==> src/rtl/pipe_pkg.sv <==
// Shared types and constants for the inter-stage pipeline register.
//   stage_st_t : occupancy of the stage (no entry, main only, main + skid)
//   NOP_WORD   : encoding of the canonical bubble instruction (sll $0,$0,0)
package pipe_pkg;

    localparam int unsigned NOP_W = 32;

    typedef enum logic [1:0] {
        EMPTY = 2'd0,
        ONE   = 2'd1,
        TWO   = 2'd2
    } stage_st_t;

    localparam logic [NOP_W-1:0] NOP_WORD = 32'h0000_0000;

endpackage

==> src/rtl/sat_counter.sv <==
// Saturating up-counter used for stall / bubble profiling.
//   i_clk   : rising-edge clock
//   i_rst_n : asynchronous active-low reset, clears the count
//   i_en    : count this cycle (ignored once the count is all-ones)
//   i_clr   : synchronous clear, wins over i_en
//   o_cnt   : current count
module sat_counter #(
    parameter int unsigned W = 16
) (
    input  logic         i_clk,
    input  logic         i_rst_n,
    input  logic         i_en,
    input  logic         i_clr,
    output logic [W-1:0] o_cnt
);

    logic [W-1:0] r_cnt;

    // Count register: clear first, then increment unless already saturated.
    always_ff @(posedge i_clk or negedge i_rst_n) begin
        if (!i_rst_n) begin
            r_cnt <= '0;
        end else if (i_clr) begin
            r_cnt <= '0;
        end else if (i_en && (r_cnt != {W{1'b1}})) begin
            r_cnt <= r_cnt + W'(1);
        end
    end

    assign o_cnt = r_cnt;

endmodule

==> src/rtl/pipe_stage_reg.sv <==
// Generic inter-stage pipeline register with valid/ready handshake,
// flush-to-bubble and saturating stall/bubble counters.
//   Clock, Reset          : rising-edge clock, async active-low reset
//   In_valid/In_ready     : upstream handshake, In_data is the payload
//   Out_valid/Out_ready   : downstream handshake, Out_data is the head entry
//                           (BUBBLE_VAL whenever Out_valid is low)
//   Flush                 : synchronous kill of held and incoming entries
//   Cnt_clr               : synchronous clear of both counters
//   Stall_cnt/Bubble_cnt  : cycles stalled by downstream / cycles with no entry
// SKID=0 keeps a single entry and a combinational In_ready; SKID=1 adds a
// skid entry so that In_ready comes straight from a flop.
module pipe_stage_reg
    import pipe_pkg::*;
#(
    parameter int unsigned       DATA_W     = 64,
    parameter logic [DATA_W-1:0] BUBBLE_VAL = DATA_W'(NOP_WORD),
    parameter int unsigned       SKID       = 1,
    parameter int unsigned       CNT_W      = 16
) (
    input  logic              Clock,
    input  logic              Reset,
    input  logic              In_valid,
    output logic              In_ready,
    input  logic [DATA_W-1:0] In_data,
    output logic              Out_valid,
    input  logic              Out_ready,
    output logic [DATA_W-1:0] Out_data,
    input  logic              Flush,
    input  logic              Cnt_clr,
    output logic [CNT_W-1:0]  Stall_cnt,
    output logic [CNT_W-1:0]  Bubble_cnt
);

    stage_st_t         r_state;
    stage_st_t         w_state_nxt;
    logic [DATA_W-1:0] r_main;
    logic [DATA_W-1:0] w_main_nxt;
    logic              r_valid;
    logic              w_in_ready;
    logic              w_accept;
    logic              w_pop;

    assign w_accept = In_valid && w_in_ready;
    assign w_pop    = r_valid && Out_ready;

    // State and head-entry registers; Out_valid is a decoded copy of next state.
    always_ff @(posedge Clock or negedge Reset) begin
        if (!Reset) begin
            r_state <= EMPTY;
            r_main  <= BUBBLE_VAL;
            r_valid <= 1'b0;
        end else begin
            r_state <= w_state_nxt;
            r_main  <= w_main_nxt;
            r_valid <= (w_state_nxt != EMPTY);
        end
    end

    if (SKID != 0) begin : g_skid

        logic [DATA_W-1:0] r_skid;
        logic [DATA_W-1:0] w_skid_nxt;
        logic              r_in_ready;

        // Next-state / datapath for the two-entry skid buffer.
        always_comb begin
            w_state_nxt = r_state;
            w_main_nxt  = r_main;
            w_skid_nxt  = r_skid;
            case (r_state)
                EMPTY: begin
                    if (w_accept) begin
                        w_state_nxt = ONE;
                        w_main_nxt  = In_data;
                    end
                end
                ONE: begin
                    if (w_accept && w_pop) begin
                        w_main_nxt  = In_data;
                    end else if (w_accept) begin
                        w_state_nxt = TWO;
                        w_skid_nxt  = In_data;
                    end else if (w_pop) begin
                        w_state_nxt = EMPTY;
                        w_main_nxt  = BUBBLE_VAL;
                    end
                end
                TWO: begin
                    if (w_pop) begin
                        w_state_nxt = ONE;
                        w_main_nxt  = r_skid;
                        w_skid_nxt  = BUBBLE_VAL;
                    end
                end
                default: begin
                    w_state_nxt = EMPTY;
                    w_main_nxt  = BUBBLE_VAL;
                    w_skid_nxt  = BUBBLE_VAL;
                end
            endcase
            // Flush overrides everything; a same-cycle accept is swallowed.
            if (Flush) begin
                w_state_nxt = EMPTY;
                w_main_nxt  = BUBBLE_VAL;
                w_skid_nxt  = BUBBLE_VAL;
            end
        end

        // Skid entry plus the registered ready (full only in TWO).
        always_ff @(posedge Clock or negedge Reset) begin
            if (!Reset) begin
                r_skid     <= BUBBLE_VAL;
                r_in_ready <= 1'b1;
            end else begin
                r_skid     <= w_skid_nxt;
                r_in_ready <= (w_state_nxt != TWO);
            end
        end

        assign w_in_ready = r_in_ready;

    end else begin : g_single

        // Next-state / datapath for the single-entry register.
        always_comb begin
            w_state_nxt = r_state;
            w_main_nxt  = r_main;
            if (w_accept) begin
                w_state_nxt = ONE;
                w_main_nxt  = In_data;
            end else if (w_pop) begin
                w_state_nxt = EMPTY;
                w_main_nxt  = BUBBLE_VAL;
            end
            if (Flush) begin
                w_state_nxt = EMPTY;
                w_main_nxt  = BUBBLE_VAL;
            end
        end

        // Ready whenever the single entry is free or leaving this cycle.
        assign w_in_ready = Out_ready || !r_valid;

    end

    // Counters look at pre-flush occupancy, so a flush cycle is still counted.
    sat_counter #(.W(CNT_W)) u_stall_cnt (
        .i_clk   (Clock),
        .i_rst_n (Reset),
        .i_en    (r_valid && !Out_ready),
        .i_clr   (Cnt_clr),
        .o_cnt   (Stall_cnt)
    );

    sat_counter #(.W(CNT_W)) u_bubble_cnt (
        .i_clk   (Clock),
        .i_rst_n (Reset),
        .i_en    (!r_valid && Out_ready),
        .i_clr   (Cnt_clr),
        .o_cnt   (Bubble_cnt)
    );

    assign In_ready  = w_in_ready;
    assign Out_valid = r_valid;
    assign Out_data  = r_main;

endmodule

==> config.mk <==
export PLATFORM = sky130hd
export DESIGN_NAME = pipe_stage_reg
export DESIGN_NICKNAME = d
export VERILOG_FILES = /design/src/rtl/pipe_pkg.sv /design/src/rtl/sat_counter.sv /design/src/rtl/pipe_stage_reg.sv
export SDC_FILE = /design/constraint.sdc
export NUM_CORES = 1
export LEC_CHECK = 0
export BUFFER_PORTS_ARGS = -buffer_cell sky130_fd_sc_hd__buf_2
export CAP_MARGIN = 0
export CORE_UTILIZATION = 50
export CTS_CLUSTER_DIAMETER = 150
export DETAILED_ROUTE_END_ITERATION = 16
export PLACE_DENSITY = 0.77
export SLEW_MARGIN = 20
export SYNTH_ARGS = -nofsm -noshare
export SYNTH_HDL_FRONTEND = slang
export SYNTH_SLANG_ARGS = --single-unit
==> constraint.sdc <==
create_clock -name Clock -period 2.98 [get_ports Clock]
set_input_delay 0.298 -clock Clock [delete_from_list [all_inputs] [get_ports Clock]]
set_output_delay 0.298 -clock Clock [all_outputs]
set_load 0.02 [all_outputs]
# ---- Word level (Yosys, flattened, before mapping)
# Cells that the tools add are included.
dict set report totals {
  regBits 164
  input_bits 70
  output_inout_bits 98
}
dict set report op_classes {
  add_sub_neg 2
  n_eq_ne 12
  mux 21
  reduce_logical 15
}
# cell count
set op_table {}
lappend op_table {{64-bit two-way mux} 8}
lappend op_table {{64-bit case mux with 3 select lines} 2}
lappend op_table {{16-bit two-way mux} 4}
lappend op_table {{16-bit by 1-bit adder with 16-bit output (second input constant)} 2}
lappend op_table {{16-bit inequality test (second input constant)} 2}
lappend op_table {{2-bit two-way mux} 6}
lappend op_table {{3-bit inequality test (second input constant)} 4}
lappend op_table {{4-bit inequality test (second input constant)} 2}
lappend op_table {{4-bit AND reduction} 2}
lappend op_table {{1-bit logical AND} 7}
lappend op_table {{2-bit case mux with 3 select lines} 1}
lappend op_table {{2-bit nonzero test} 3}
lappend op_table {{2-bit inequality test (second input constant)} 2}
lappend op_table {{2-bit by 1-bit equality test with 1-bit output (second input constant)} 1}
lappend op_table {{2-bit equality test (second input constant)} 1}
lappend op_table {{1-bit logical NOT} 2}
lappend op_table {{2-bit logical NOT} 1}

# ---- Depth between registers and ports, before layout
# Gate-level depths: netlist (run 1).
dict set report depth {
  ltp_word 7
  depth_mapped 7
  mapped_depth_nobuf 5
}

# ---- By module
# Synthesis (run 1) repeated with hierarchy kept, for this count alone.
dict set report hier_totals {
  cells_unflattened 663
  hier_area_um2 8107.8
}
# mod instances cells_each area_each_um2 seq_area_each_um2
set by_module_without_submodules {}
lappend by_module_without_submodules {pipe_stage_reg 1 467 6223.5 3304.4}
lappend by_module_without_submodules {sat_counter 2 98 942.2 400.4}

# ---- Worst setup path before layout (run 1)
# Ideal clock, no wire load.
dict set report synth_path {
  path_type {reg2reg}
  startpoint {reg u_bubble_cnt.r_cnt[0], in the netlist u_bubble_cnt.o_cnt[0]}
  endpoint {reg u_bubble_cnt.r_cnt[10], in the netlist u_bubble_cnt.o_cnt[10]}
  arrival_ps 1940
  path_slack_ps 962
  stages_incl_launch_ff 7
  n_path_buf 1
  period_less_slack_ps 2018
  cell_sequence {dfrtp_1 > ha_1 > nand4b_4 > or3_1 > buf_2 > or4_1 > a21oi_1}
}
dict set report synth_via {
  elab_chain_cells 3
}
# item line
set synth_rtl {}
lappend synth_rtl {{start: declaration} sat_counter.sv:17} ;# logic [W-1:0] r_cnt;
lappend synth_rtl {{start signal: assignment} sat_counter.sv:26} ;# r_cnt <= r_cnt + W'(1);
lappend synth_rtl {{16-bit by 1-bit adder with 16-bit output / 16-bit inequality test (equally long branches)} {sat_counter.sv:26, sat_counter.sv:25}}
lappend synth_rtl {{16-bit two-way mux / 1-bit logical AND (equally long branches)} sat_counter.sv:25} ;# end else if (i_en && (r_cnt != {W{1'b1}})) begin
lappend synth_rtl {{16-bit two-way mux / 2-bit nonzero test (equally long branches)} --}
# Parallel ways exist; a longest one is shown, timed or not. The select of a mux whose other input is x is not followed.
# A chain may end at the register's enable or synchronous reset.

# ---- Worst setup path in the final report (run 1)
dict set report layout_path {
  startpoint {reg r_state[1]}
  endpoint {reg r_main[28], in the netlist Out_data[28]}
}
dict set report layout_via {
  elab_chain_cells 3
}
# item line
set layout_rtl {}
lappend layout_rtl {{start: declaration} pipe_stage_reg.sv:34} ;# stage_st_t r_state;
lappend layout_rtl {{start signal: assignment} pipe_stage_reg.sv:53} ;# r_state <= w_state_nxt;
lappend layout_rtl {{2-bit by 1-bit equality test with 1-bit output, or another cell as far along} pipe_stage_reg.sv:70} ;# case (r_state)
lappend layout_rtl {{4-bit inequality test (no source line), or another cell as far along} --}
lappend layout_rtl {{4-bit AND reduction (no source line) / 64-bit two-way mux (equally long branches)} --}
lappend layout_rtl {{end signal: assignment} pipe_stage_reg.sv:54} ;# r_main <= w_main_nxt;
lappend layout_rtl {{end: declaration} pipe_stage_reg.sv:36} ;# logic [DATA_W-1:0] r_main;
# Parallel ways exist; a longest one is shown, timed or not.

==> results of run 1 <==
-- metrics by stage --
stage / hold slack, ps / power [mW] / std cells / utilization, %
after CTS: 113 / 5.71 / 1143 / 62.7
final: 128 / 5.66 / 1143 / 62.7
after detailed placement: 298 / 3.51 / 1110 / 58.7
after global routing: 119 / 5.91 / 1143 / 62.7
after global placement: 299 / 3.49 / 1110 / 58.7
after floorplan: 2.41 / 3.12 / 769 / -
-- timing repair --
| item | CTS | global route |
|---|---|---|
| endpoints found under the hold margin | 53 | 0 |
| hold buffers | 1 | 0 |
| resized for setup | 0 | 0 |
-- kinds of logic (layout without fill, tap and decap cells) --
logic type               count (synthesis)  after routing
AO/OA/AOI/OAI                          182            182
XOR/XNOR                                 3              3
adder cells (fa/ha/maj)                  2              2
buffers and inverters                  122            285
flip-flops                             164            164
multiplexers                            99             99
AND/OR/NAND/NOR                        197            197
-- final cells by class --
type	count	area, µm²
tap	211	264
clock buffer	21	470
inverter	71	267
timing repair buffer	182	995
fill	1258	5740
multi-input combinational	483	3400
sequential	164	4110
clock inverter	11	125
-- worst min-delay path by stage --
stage                start  depth (start not counted)  slack (ps)                    end
2_1_floorplan        Reset                          0           2            Out_data[0]
3_3_place_gp         Reset                          1         300  u_stall_cnt.o_cnt[10]
3_5_place_dp         Reset                          1         300  u_stall_cnt.o_cnt[10]
4_1_cts        In_data[11]                          3         110      g_skid.r_skid[11]
5_1_grt        In_data[55]                          3         120      g_skid.r_skid[55]
6_report       In_data[11]                          3         130      g_skid.r_skid[11]
-- where the power goes --
part	switching [mW]	total [mW]	internal, mW
combinational	0.627	0.982	0.355
clock	0.890	2.19	1.30
sequential	0.104	2.48	2.38
-- layout by cell type, fill, tap and decap left out, drive strengths merged, types with 2 or more instances in the layout --
master    Yosys  routed
a21oi        48      48
o31ai        10      10
nor4b         2       2
dfrtp       163     163
bufinv        0       2
a211oi        2       2
clkinv        0       3
nor3          2       2
xor2          2       2
or3          13      13
o21ai        12      12
a2bb2oi       2       2
mux2i        93      93
ha            2       2
nand3         7       7
and2          2       2
nand4        11      11
buf          18     181
nor2         43      43
clkinvlp      0       5
or4           9       9
and3          3       3
nor2b        10      10
nand2b        2       2
nand2        81      81
o2bb2ai      64      64
nor4          5       5
and4          2       2
a22oi        38      38
mux2          6       6
clkbuf       33      21
inv          71      72
-- state kept, by name, indices dropped and copies added (netlist names) --
name and flops:
Out_valid 1, r_state 2, g_skid.r_skid 64, u_stall_cnt.o_cnt 16
u_bubble_cnt.o_cnt 16, Out_data 64, In_ready 1
-- cell usage after synthesis, drive strengths merged --
cell	n
dfstp	1
and3	3
a22o	1
a2bb2oi	2
xnor2	1
and4	2
o2111ai	1
or4	9
nand4b	1
a21oi	48
xor2	2
o22ai	1
nand3	7
or2	1
o41ai	1
or3	13
mux2	6
and2	2
nor3b	1
a22oi	38
o31ai	10
and2b	1
o2bb2ai	64
nor4	5
nor2b	10
nor2	43
dfrtp	163
a31oi	1
a211oi	2
o21ai	12
mux2i	93
inv	71
nor3	2
nand3b	1
a32o	1
buf	18
nor4b	2
nand4	11
nand2	81
nand2b	2
clkbuf	33
ha	2
-- metal layers --
| layer | track usage [%] | up-vias |
|---|---|---|
| met5 | 0 | - |
| met4 | 6.44 | 6 |
| met2 | 39.0 | 184 |
| li1 | - | 3027 |
| met1 | 33.1 | 3160 |
| met3 | 6.80 | 21 |
-- worst reg2reg max path, cell delays in order, from the launching register on --
cell and delay (ps):
dfrtp_2 610, buf_4 430, nor2b_4 510, buf_4 390, a22oi_1 150, o2bb2ai_1 150
==> impl_metrics.py, run 1 <==
metrics = {
    "yosys": {
        "ys_ff_latch": 164,
        "syn-cell-area_mm2": 0.00795,
        "muxShareOfSynthArea_pct": 12.6,
        "synthXorXnorAreaFrac_pct": 0.331,
        "synth.lib_cells_used.distinct": 52,
        "synth_top_area_share_pct": 51.3,
        "yosys-top-cells-area": "dfrtp_1 (51%), mux2i_1 (12%), o2bb2ai_1 (7.1%)",
        "yosys.area_share.simple_pct": 12.4,
        "synth_fa_ha_area_share_pct": 0.315,
        "synth_top_family_by_area": "compound AO/OA/AOI/OAI gates",
        "synth_nets": 841,
        "ys_seq_area_share_pct": 51.7,
        "synth_cells": 769,
        "yosys_warnings": 0,
        "synth_compound_area_share_pct": 16.6,
        "synth.avg_cell_area_um2": 10.3,
        "yosys.area.top_type": "dfrtp_1",
    },
    "die": {
        "die_h_um": 128,
        "die_w_um": 128,
        "num_rows": 45,
        "coreArea_mm2": 0.0154,
        "start_util_pct": 51.7,
        "io_pins": 168,
        "die-area_mm2": 0.0164,
    },
    "route": {
        "drcViolationCount": 0,
        "drt_first_pass_iters": 7,
        "top_layer": "met5",
        "wl_met2_mm": 9.03,
        "met3_length_mm": 1.21,
        "routed_via_density": 5.60,
        "drt-total-wl_mm": 19.2,
        "ant_nets": 0,
        "wire_per_inst_um": 16.8,
        "drtIter0Drc": 426,
        "met1_length_mm": 8.75,
        "vias": 6398,
    },
    "sta": {
        "slew_headroom_pct": 54.2,
        "rsz0062_at_grt": "false",
        "min_period_over_period_pct": 77.4,
        "tightest_slew_ps": 686,
        "setup_viol": 0,
        "fmax_mhz": 434,
        "finClkSkew_ps": 9.13,
        "min_period_ps": 2310,
        "setup_slack_ps": 675,
        "tns_ps": 0,
        "drv_slew": 0,
        "hold_viol_final": 0,
    },
    "cells_and_area": {
        "nets": 991,
        "design_area_mm2": 0.00963,
        "drive_gt1_share_pct": 25.3,
        "n_antenna_cell": 0,
        "syn_to_final_growth_pct": 21.2,
    },
    "critical_path": {
        "reg2reg_to": "Out_data[28]",
        "cpMostUsedCell": "buf_4",
        "arrival_ps": 2640,
        "path_cells": "buf_4, nor2b_4, buf_4, a22oi_1, o2bb2ai_1",
        "critPathLaunch": "r_state[1]",
        "cp.required_ps": 3310,
        "worstSetupEndpointType": "flip-flop",
        "rr_startpoint": "r_state[1]",
        "cp-start-kind": "flip-flop",
        "critPathMaxStageDelay_ps": 610,
        "rrSetupSlack_ps": 670,
        "slowest_stage": "dfrtp_2",
        "crit_family": "buffers and inverters",
        "r2r_cells": 5,
        "timing.critical_path.to": "Out_data[28]",
        "cp_num_buf_inv": 2,
        "worst-path-stages": 5,
        "critPathMaxFanout": 24,
        "critical_path_class": "flip-flop to flip-flop",
    },
    "global_routing": {
        "grtUsageTotal_pct": 24.5,
        "grt_max_degree": 83,
        "overflow": 0,
        "antenna_found_initial": 3,
        "grt_pass1_vias": 6218,
        "grt_pass1_wl_mm": 31.5,
    },
    "cts": {
        "post_cts_buffers": 0,
        "cts_root_buf": "clkbuf_16",
        "cts_tree": "yes",
        "clk_latency_ps": 410,
        "clockBufferDepth": 2,
        "htree_levels": 4,
        "clkSlewWorstSetupHoldPaths_ps": 70,
        "clock-sinks": 164,
        "cts_buffers": 17,
    },
    "placement": {
        "port_buffers": 167,
        "gp_congestion": 0.826,
        "hpwl_mm": 12.3,
        "pre_cts_ws_ps": 611,
        "place_area_mm2": 0.00902,
    },
    "power_and_ir_drop": {
        "power.density_mw_per_mm2": 587,
        "ir_worst_vdd_mv": 0.414,
        "cellLeakagePower_nw": 4.65,
    },
    "job": {
        "maxCapViolations": 0,
    },
    "min_path": {
        "worstHoldPathType": "primary input to flip-flop",
    },
    "outcome": {
        "status": "finished, final reports clean",
    },
}
Power figures use the tool's default switching activity.
==> run 2: changes to the inputs <==
- PLACE_DENSITY: 0.77 -> 0.8
- clock period: 2.98 -> 2.1 ns (I/O delays scaled with it)
==> run 2 against run 1 <==
Net effect: critical path depth is 1 higher; combinational power is 47% higher; final cell count is 0.96% higher; clock skew is 0.85 ps lower; non-clock buffer count is 11 higher; power is 46% higher; sequential cell count stayed put; final area is 1.9% higher; largest power group unchanged; worst setup slack worse by 530 ps; via count is 0.73% higher.
==> impl_metrics.py, run 2 (synthesized netlist as in run 1, its figures left out) <==
metrics = {
    "power_and_ir_drop": {
        "power.density_mw_per_mm2": 840,
        "cellLeakagePower_nw": 4.73,
        "p_int_mw": 5.92,
        "ir_worst_vdd_mv": 0.601,
        "switching_power_mw": 2.32,
        "p_comb_share_pct": 17.4,
        "switching_share_pct": 28.2,
        "clockPowerShare_pct": 39.9,
        "p_total_mw": 8.24,
        "seqPwrFrac_pct": 42.7,
    },
    "global_routing": {
        "grt_pass1_wl_mm": 31.6,
        "grtUsageTotal_pct": 24.6,
        "overflow": 0,
        "gr-usage-met2_pct": 41.0,
        "antenna_found_initial": 0,
        "gr-usage-met3_pct": 6.14,
        "grt_pass1_vias": 6273,
        "grt_max_degree": 55,
        "busiest_layer": "met2",
        "grtUsageMet1_pct": 31.3,
    },
    "sta": {
        "setup_viol": 0,
        "drv_slew": 0,
        "fmax_mhz": 510,
        "tns_ps": 0,
        "tightest_slew_ps": 687,
        "slew_headroom_pct": 54.2,
        "rsz0062_at_grt": "false",
        "min_period_over_period_pct": 93.3,
        "min_period_ps": 1960,
        "hold_viol_final": 0,
        "finClkSkew_ps": 8.28,
    },
    "die": {
        "num_rows": 45,
        "die_w_um": 128,
        "io_pins": 168,
        "start_util_pct": 51.7,
        "die_h_um": 128,
        "die-area_mm2": 0.0164,
        "coreArea_mm2": 0.0154,
    },
    "critical_path": {
        "cp_num_buf_inv": 1,
        "cp.required_ps": 2380,
        "critPathMaxFanout": 11,
        "worstSetupEndpointType": "flip-flop",
        "arrival_ps": 2240,
        "path_cells": "ha_1, nand4_1, o41ai_4, buf_4, mux2i_1, nor2_1",
        "slowest_stage": "o41ai_4",
        "critical_path_class": "flip-flop to flip-flop",
        "crit_family": "compound AO/OA/AOI/OAI gates",
        "cp-start-kind": "flip-flop",
        "critPathMaxStageDelay_ps": 520,
        "rrSetupSlack_ps": 140,
    },
    "route": {
        "drt-total-wl_mm": 19.1,
        "ant_nets": 0,
        "routed_via_density": 5.58,
        "drcViolationCount": 0,
        "vias": 6445,
        "wire_per_inst_um": 16.6,
        "drtIter0Drc": 342,
        "drt_first_pass_iters": 5,
    },
    "min_path": {
        "worstHoldPathType": "primary input to flip-flop",
    },
    "cts": {
        "clkSlewWorstSetupHoldPaths_ps": 60,
        "cts_root_buf": "clkbuf_16",
        "clock-sinks": 164,
        "htree_levels": 4,
        "clockBufferDepth": 2,
        "post_cts_buffers": 0,
        "clk_latency_ps": 430,
        "cts_tree": "yes",
        "cts_buffers": 17,
    },
    "placement": {
        "gp_congestion": 0.841,
        "place_area_mm2": 0.00917,
        "dp_cells": 1121,
        "hpwl_mm": 12.4,
        "port_buffers": 167,
    },
    "cells_and_area": {
        "syn_to_final_growth_pct": 23.5,
        "nets": 1002,
        "design_area_mm2": 0.00981,
        "final_cell_mix": "buf_2 (166), dfrtp_1 (161), mux2i_1 (93)",
        "drive_gt1_share_pct": 26.4,
        "final_common_cell": "buf_2",
        "n_antenna_cell": 0,
        "final-instance-count-excl-fill": 1154,
    },
    "outcome": {
        "status": "finished, final reports clean",
    },
    "job": {
        "maxCapViolations": 0,
    },
}
run 2: changes by cell type in the layout (fill, tap and decap cells not counted), sizes merged:
cell,before,now
buf,181,192
bufinv,2,3
clkbuf,21,22
clkinv,3,2
clkinvlp,5,4
run 2: layer usage:
metal | wire [µm] | up-vias | part of all wire [%]
met3 | 1190 | 25 | 6.2
met2 | 9220 | 210 | 48
met4 | 269 | 0 | 1.4
met1 | 8430 | 3159 | 44
li1 | - | 3051 | -
met5 | 0 | - | 0
run 2: power groups by stage:
stage / sequential [mW] / combinational [mW] / clock, mW
2_1_floorplan: 3.71 / 0.726 / 0
3_3_place_gp: 3.56 / 1.42 / 0
3_5_place_dp: 3.57 / 1.45 / 0
4_1_cts: 3.52 / 1.46 / 3.34
5_1_grt: 3.55 / 1.58 / 3.46
6_report: 3.52 / 1.44 / 3.29
run 2: cell type report:
class                           count  area [µm²]
Clock buffer                       22         484
Clock inverter                     10         146
Fill cell                        1204        5560
Inverter                           71         267
Multi-Input combinational cell    483        3410
Sequential cell                   164        4110
Tap cell                          211         264
Timing Repair Buffer              193        1140
run 2: timing repair:
item                                    in CTS  in global routing
hold endpoints to repair                    48                  0
resized for setup                            0                  2
hold buffers                                 1                  0
endpoints found under the setup margin       0                  1
run 2: final timing paths:
| kind | from | end | cells past startpoint |
|---|---|---|---|
| setup reg to reg | u_stall_cnt.o_cnt[0] | u_stall_cnt.o_cnt[1] | 6 |
| max in group asynchronous | Reset | In_ready | 3 |
| setup / recovery | u_stall_cnt.o_cnt[0] | u_stall_cnt.o_cnt[1] | 6 |
| hold / removal | In_data[12] | g_skid.r_skid[12] | 3 |
| hold reg to reg | Out_data[62] | Out_data[62] | 1 |
| min in group asynchronous | Reset | u_stall_cnt.o_cnt[10] | 2 |
run 2: worst min-delay path, cell delays in order:
cell,delay [ps]
buf_2,100
nand2_1,50
mux2i_1,50
run 2: per-stage QoR:
step	setup slack, ps	hold slack [ps]	util (%)
6_report	140	27.0	63.9
5_1_grt	9.12	29.5	63.9
4_1_cts	110	14.2	63.8
3_5_place_dp	121	207	59.7
3_3_place_gp	173	204	59.7
2_1_floorplan	82.1	-85.6	-
